$ cat src/rtl/bht_update_ctrl.sv
// rtl/bht_update_ctrl.sv - BHT write sequencer: init sweep, then FIFO-queued read-modify-write of 2-bit counters
module bht_update_ctrl #(
  parameter int         IDX_W      = 4,
  parameter int         DEPTH      = 4,
  parameter logic [1:0] INIT_STATE = 2'b10,
  localparam int        CNT_W      = $clog2(DEPTH) + 1
) (
  input  logic             clk,
  input  logic             reset,
  input  logic             resolve_valid,
  input  logic             resolve_taken,
  input  logic [31:0]      resolve_addr,
  output logic             resolve_ready,
  input  logic             lookup_active,
  output logic             bht_rsel,
  output logic [IDX_W-1:0] bht_ridx,
  input  logic [1:0]       bht_rdata,
  output logic             bht_we,
  output logic [IDX_W-1:0] bht_widx,
  output logic [1:0]       bht_wdata,
  output logic             init_busy,
  output logic             overflow,
  output logic [CNT_W-1:0] pending
);

  localparam int               PTR_W    = $clog2(DEPTH);
  localparam logic [IDX_W:0]   INIT_END = {1'b1, {IDX_W{1'b0}}};
  localparam logic [CNT_W-1:0] FULL_CNT = CNT_W'(DEPTH);

  typedef enum logic [1:0] {
    ST_INIT,
    ST_IDLE,
    ST_READ,
    ST_WRITE
  } state_t;

  state_t             r_state;
  state_t             w_state_nxt;
  logic [IDX_W:0]     r_init_ptr;
  logic [IDX_W:0]     w_init_ptr_nxt;
  logic               r_we;
  logic [IDX_W-1:0]   r_widx;
  logic [1:0]         r_wdata;
  logic               w_we_nxt;
  logic [IDX_W-1:0]   w_widx_nxt;
  logic [1:0]         w_wdata_nxt;
  logic               r_overflow;

  // Each FIFO entry is {taken, index}; the rest of the PC is not needed.
  logic [IDX_W:0]     r_fifo [DEPTH];
  logic [PTR_W-1:0]   r_head;
  logic [PTR_W-1:0]   r_tail;
  logic [CNT_W-1:0]   r_count;
  logic               w_push;
  logic               w_pop;
  logic               w_head_taken;
  logic [IDX_W-1:0]   w_head_idx;
  logic               w_unused_addr;

  function automatic logic [1:0] sat2(input logic [1:0] cnt, input logic taken);
    if (taken) begin
      sat2 = (cnt == 2'b11) ? 2'b11 : cnt + 2'b01;
    end else begin
      sat2 = (cnt == 2'b00) ? 2'b00 : cnt - 2'b01;
    end
  endfunction

  assign w_unused_addr = ^resolve_addr[31:IDX_W];
  assign w_head_taken  = r_fifo[r_head][IDX_W];
  assign w_head_idx    = r_fifo[r_head][IDX_W-1:0];

  assign init_busy     = (r_state == ST_INIT);
  // Full check ignores a same-cycle pop to keep ready off the read-port path.
  assign resolve_ready = !init_busy && (r_count != FULL_CNT);
  assign w_push        = resolve_valid && resolve_ready;

  assign bht_we    = r_we;
  assign bht_widx  = r_widx;
  assign bht_wdata = r_wdata;
  assign overflow  = r_overflow;
  assign pending   = r_count;

  always_ff @(posedge clk or posedge reset) begin
    if (reset) begin
      r_state    <= ST_INIT;
      r_init_ptr <= '0;
      r_we       <= 1'b0;
      r_widx     <= '0;
      r_wdata    <= 2'b00;
    end else begin
      r_state    <= w_state_nxt;
      r_init_ptr <= w_init_ptr_nxt;
      r_we       <= w_we_nxt;
      r_widx     <= w_widx_nxt;
      r_wdata    <= w_wdata_nxt;
    end
  end

  always_comb begin
    w_state_nxt    = r_state;
    w_init_ptr_nxt = r_init_ptr;
    w_we_nxt       = 1'b0;
    w_widx_nxt     = r_widx;
    w_wdata_nxt    = r_wdata;
    w_pop          = 1'b0;
    bht_rsel       = 1'b0;
    bht_ridx       = '0;
    case (r_state)
      ST_INIT: begin
        if (r_init_ptr == INIT_END) begin
          w_state_nxt = ST_IDLE;
        end else begin
          w_we_nxt       = 1'b1;
          w_widx_nxt     = r_init_ptr[IDX_W-1:0];
          w_wdata_nxt    = INIT_STATE;
          w_init_ptr_nxt = r_init_ptr + (IDX_W+1)'(1);
        end
      end
      ST_IDLE: begin
        if (r_count != '0) begin
          w_state_nxt = ST_READ;
        end
      end
      ST_READ: begin
        bht_ridx = w_head_idx;
        bht_rsel = !lookup_active;
        // Decode lookup owns the port; wait as long as it needs.
        if (!lookup_active) begin
          w_we_nxt    = 1'b1;
          w_widx_nxt  = w_head_idx;
          w_wdata_nxt = sat2(bht_rdata, w_head_taken);
          w_pop       = 1'b1;
          w_state_nxt = ST_WRITE;
        end
      end
      ST_WRITE: begin
        w_state_nxt = (r_count != '0) ? ST_READ : ST_IDLE;
      end
      default: begin
        w_state_nxt = ST_INIT;
      end
    endcase
  end

  always_ff @(posedge clk or posedge reset) begin
    if (reset) begin
      r_head     <= '0;
      r_tail     <= '0;
      r_count    <= '0;
      r_overflow <= 1'b0;
    end else begin
      if (w_push) begin
        r_tail <= r_tail + PTR_W'(1);
      end
      if (w_pop) begin
        r_head <= r_head + PTR_W'(1);
      end
      case ({w_push, w_pop})
        2'b10:   r_count <= r_count + CNT_W'(1);
        2'b01:   r_count <= r_count - CNT_W'(1);
        default: r_count <= r_count;
      endcase
      if (resolve_valid && !resolve_ready) begin
        r_overflow <= 1'b1;
      end
    end
  end

  always_ff @(posedge clk) begin
    if (w_push) begin
      r_fifo[r_tail] <= {resolve_taken, resolve_addr[IDX_W-1:0]};
    end
  end

endmodule
$ cat config.mk
export PLATFORM = sky130hd
export DESIGN_NAME = bht_update_ctrl
export DESIGN_NICKNAME = d
export VERILOG_FILES = /design/src/rtl/bht_update_ctrl.sv
export SDC_FILE = /design/constraint.sdc
export NUM_CORES = 1
export LEC_CHECK = 0
export CORE_MARGIN = 2
export CORE_UTILIZATION = 35
export DETAILED_ROUTE_END_ITERATION = 16
export DONT_BUFFER_PORTS = 1
export GPL_TIMING_DRIVEN = 0
export PLACE_DENSITY = 0.6
export SYNTH_ARGS = -nofsm -noshare
export SYNTH_HDL_FRONTEND = slang
export SYNTH_SLANG_ARGS = --single-unit
$ cat constraint.sdc
create_clock -name clk -period 3.1 [get_ports clk]
set_clock_uncertainty 0.15 [all_clocks]
set_input_delay 0.155 -clock clk [delete_from_list [all_inputs] [get_ports clk]]
set_output_delay 0.155 -clock clk [all_outputs]
set_load 0.01 [all_outputs]
### Yosys cells after proc, flatten, opt, wreduce, memory -nomap -nowiden

Memory sizes are Yosys's and may differ from the RTL's.
Index checks and enable logic that the tools add are counted.

* bitwise gates (word level): 1
* mux-type cells: 23
* equality and inequality tests: 12
* reduce and logical (&&, ||, !) cells: 14
* add/sub/neg operators: 7

Operators by type and width (count)
* two-way mux 2 bit: 9
* two-way mux 4 bit: 3
* equality test 2 bit, second input constant: 4
* one-hot mux 2 bit (4 select lines): 1
* one-hot mux 4 bit (2 select lines): 1
* adder 2 x 1 -> 2 bit, second input constant: 3
* two-way mux 1 bit: 6
* inequality test 2 bit, second input constant: 3
* one-hot mux 3 bit (2 select lines): 1
* AND reduction 3 bit: 2
* adder 5 x 1 -> 5 bit, second input constant: 1
* equality test 5 bit, second input constant: 1
* equality test 2 x 1 -> 1 bit, second input constant: 2
* zero test 2 bit: 2
* one-hot mux 2 bit (2 select lines): 1
* nonzero test 2 bit: 2
* adder 3 x 1 -> 3 bit, second input constant: 1
* logical AND 1 bit: 3
* zero test 1 bit: 3
* inequality test 3 bit, second input constant: 1
* nonzero test 3 bit: 1
* subtractor 3 x 1 -> 3 bit, second input constant: 1
* inequality test 2 x 1 -> 1 bit, second input constant: 1
* one-hot mux 1 bit (2 select lines): 1
* other kinds (3): 3

* register bits: 22
* output and inout port bits: 18
* word-level logic and storage cells: 67
* RAM bits: 20
* memories: 1
* bits of input ports: 39

Memories
* r_fifo: depth 4, bits a word 5, rd ports 1, clocked after Yosys merged registers in 0, wr ports 1, line 50 `logic [IDX_W:0] r_fifo [DEPTH];`

### Depth between registers and ports, before layout

* word-level depth: 6
* gate-level depth with buffers: 9
* depth with buffers taken out: 9

### Worst setup path after synthesis

No wires, ideal clock.

* path kind: register to register
* start point: register r_state[0]
* end point: register r_count[2], in the netlist pending[2]
* period minus slack after synthesis: 2.250 ns
* buffers on the path: 1
* cell stages (with the launch flop): 9
* setup time: 0.079 ns
* slack: 0.850 ns
* data required time: 2.871 ns
* arrival time: 2.021 ns
* cell sequence: dfrtp_1 -> nor3b_1 -> buf_2 -> ha_1 -> inv_1 -> fa_1 -> xor2_1 -> nor2_1 -> xor2_1

* longest elaborated chain between the ends: 6
* elaborated cells between the ends (all ways): 10
* classes of those cells: eq/ne: 3; mux: 2; reduce/logical: 5

Ends and longest elaborated chain
* start: declaration: line 37 `state_t r_state;`
* start signal: assignment: line 91 `r_state <= w_state_nxt;`
* zero test 2 bit: line 72 `assign init_busy = (r_state == ST_INIT);`
* zero test 1 bit: line 74 `assign resolve_ready = !init_busy && (r_count != FULL_CNT);`
* logical AND 1 bit: line 74
* logical AND 1 bit: line 75 `assign w_push = resolve_valid && resolve_ready;`
* equality test 2 x 1 -> 1 bit / equality test 2 bit (equally long branches): line 158 `case ({w_push, w_pop})`
* one-hot mux 3 bit (2 select lines) / nonzero test 2 bit (equally long branches)
* end signal: assignment: line 159 `2'b10: r_count <= r_count + CNT_W'(1);`
* end signal: assignment: line 160 `2'b01: r_count <= r_count - CNT_W'(1);`
* end signal: assignment: line 161 `default: r_count <= r_count;`
* end: declaration: line 53 `logic [CNT_W-1:0] r_count;`

Several ways; a longest one is shown, not always the timed one.
A chain may end at the register's enable or synchronous reset.

### Worst setup path in the final report

Ends and elaborated chain as after synthesis.

==> results.md <==
- Pwr Density: 943 nW/um^2
- Final instance area: 2170 sq um
- TritonCTS Buffers: 5
- Combinational Power Share: 37.4%
- Most area-consuming cells after synthesis: edfxtp_1 32%, dfrtp_1 29%, ha_1 4.7%
- Post-CTS Resized: 0
- Max Slew Vio Count: 0
- First-pass DRT Iterations: 4
- Status: finished clean
- Internal power: 1.28 mW
- Most frequent cells in the layout: 22 x dfrtp_1, 20 x edfxtp_1, 14 x inv_1
- Fin. Hold Viols: 0
- Cell Area, Synth: 1880 sq um
- CTS tree: built
- Fin nets: 199
- N_diodes: 0
- Clock slew at reported path FFs: 0.08 ns
- Final worst path period need: 2.60 ns
- Clk root buf: clkbuf_8
- Synth warnings: 0
- Vias per Instance: 4.85
- Yosys reg bits: 42
- Synth cell types: 35
- DP Wirelength: 2430 um
- Number of I/O pins: 57
- Post-Route Setup TNS: 0 ns
- Vias in the first global route: 1156
- Routed WL per cell: 15.3 um
- Hold Path Class: in -> reg
- Share of cells above drive strength 1: 10.5%
- Rel. slew slack: 43.0%
- GR Util All Layers: 12.8%
- First-iteration detailed-routing DRC count: 38
- Setup CP Type: reg -> reg
- Setup-failing EPs final: 0
- Maximum clock frequency: 385 MHz
- Skew-Pair Late Insertion Delay: 0.29 ns
- RSZ-0062 raised after global routing: false
- DP Area: 1960 sq um
- Clock buffer depth: 2
- Crit. End Element: flip-flop
- Core ar.: 5140 sq um
- GPL Wtd Cong: 0.827
- Drt total wl: 3420 um
- Fin crit share: 83.7%
- Syn nets: 180
- Commonest non-fill, non-tap cell in the layout: dfrtp_1
- Max_cap viols: 0
- Row cnt: 26
- Vias after detailed routing: 1082
- IO buf count: 0
- Avg Inst Size Synth: 14.1 sq um
- # hold bufs at CTS: 12
- Area Growth Syn to Fin: 15.6%
- LEAKAGE: 0.847 nW
- Max FO, Critical Path: 11
- DIE AREA: 5960 sq um
- CP arrival: 2.67 ns
- R2r startpoint: r_state[0]$_DFFE_PP0P_
- GRT overflow: 0
- Net Sw Frac: 37.3%
- Worst hold start: lookup_active
- Initial core utilization: 36.5%
- Clock share of power: 16.6%
- DRT antenna net count: 0
- Sequential cell area fraction in the yosys report: 61.3%
- Die Span Y: 77.2 um
- Post-CTS Setup Bufs: 0
- CP startpoint kind: flip-flop
- Gate Count Post-Synth: 133
- Worst-Margin Slew: 0.853 ns
- Max IR drop VDD: 0.000307 V
- Critical path launch point: r_state[0]$_DFFE_PP0P_
- Total Power: 2.05 mW
- Reg power frac: 46.0%
- Initial antenna violation count: 0
- Critical Path RT: 3.17 ns
- H-tree levels: 2
- Post-route DRC: 0
- Die width: 77.2 um
- Fillers: 501
- First-pass GRT wire length: 5820 um
- Net switching power: 0.762 mW
- Clock tree sinks: 42
- Leading area contributor after synthesis: edfxtp_1
- Largest net degree at the start of global routing: 23
- Post-synth top area share: 32.0%
## registers in the layout (all words and copies together), names as in the netlist
register / count
bht_wdata: 2
bht_we: 1
bht_widx: 4
overflow: 1
pending: 3
r_fifo: 20
r_head: 2
r_init_ptr: 5
r_state: 2
r_tail: 2
## per-layer routing
metal | vias to the layer above | part of all wire [%] | track usage [%]
met5 | - | 0 | 0
met4 | 0 | 1.8 | 5.89
met3 | 8 | 4.3 | 3.88
met2 | 20 | 51 | 21.0
met1 | 547 | 43 | 15.6
li1 | 507 | - | -
## cells by family (layout without fill, tap and decap cells)
group | Yosys count | count (layout) | share of synthesized area, %
XOR/XNOR | 10 | 10 | 4.67
AND/OR/NAND/NOR | 29 | 29 | 9.40
AO/OA/AOI/OAI | 18 | 18 | 6.80
buffers and inverters | 19 | 39 | 4.33
flip-flops | 42 | 42 | 61.3
multiplexers | 7 | 7 | 7.73
adder cells (fa/ha/maj) | 8 | 8 | 5.73
## cells in the mapped netlist
cell	number
xnor2_1	7
nor3b_1	1
edfxtp_1	20
a221o_1	2
nor2_1	4
o21ai_0	3
buf_2	2
o311ai_0	2
xor2_1	3
o21bai_1	1
a31oi_1	1
a211oi_1	1
a21boi_0	1
dfrtp_1	22
and2_1	9
clkbuf_1	2
nand4bb_4	1
o32ai_1	1
mux4_1	3
mux2i_1	1
ha_1	7
fa_1	1
nand4_1	2
nand3_1	2
buf_6	1
a211oi_2	1
nor2b_1	1
nor3_1	1
and2_2	1
a21oi_1	5
inv_1	14
and2_0	1
nand2_1	6
mux2_2	1
mux4_2	2
## power groups by stage
stage	combinational, mW	sequential [mW]	clock [mW]
5_1_grt	0.866	0.968	0.372
3_5_place_dp	0.747	0.955	0
4_1_cts	0.778	0.944	0.351
2_1_floorplan	0.597	0.917	0
3_3_place_gp	0.710	0.945	0
6_report	0.764	0.941	0.340
## final timing paths
| check | to | slack, ns | cells past startpoint |
|---|---|---|---|
| worst max register to register | pending[2]$_DFFE_PP0P_ | 0.50 | 8 |
| max in group asynchronous | bht_wdata[1]$_DFFE_PP0P_ | 1.94 | 2 |
| worst min-delay path | bht_we$_DFF_PP0_ | 0.1 | 3 |
| min in group asynchronous | overflow$_DFFE_PP0P_ | 0.33 | 2 |
| worst max-delay path | pending[2]$_DFFE_PP0P_ | 0.50 | 8 |
| worst min register to register | r_init_ptr[4]$_DFFE_PP0P_ | 0.39 | 1 |
## area by class of cell
type	instances	area [sq um]	share of cell area [%]
Sequential cell	42	1150	53.1
Timing Repair Buffer	12	120	5.54
Clock inverter	3	16.3	0.750
Tap cell	70	87.6	4.04
Inverter	14	52.6	2.42
Buffer	5	28.8	1.33
Clock buffer	5	68.8	3.17
Multi-Input combinational cell	72	644	29.7
## stage by stage
step	hold slack, ns	setup WS [ns]	cells	util [%]
2_1_floorplan	-0.00577	0.850	133	-
3_3_place_gp	0.0901	0.576	203	38.2
3_5_place_dp	0.104	0.500	203	38.2
4_1_cts	0.0820	0.487	223	42.2
5_1_grt	0.121	0.310	223	42.2
6_report	0.0953	0.505	223	42.2
## critical path, stage by stage, from the launching register on
cell and delay (ns):
dfrtp_1 0.43, nor3b_1 0.47, buf_2 0.39, ha_1 0.25, inv_1 0.06, fa_1 0.37
xor2_1 0.15, nor2_1 0.11, xor2_1 0.14
Note: power is estimated with default switching activity, not from simulation.
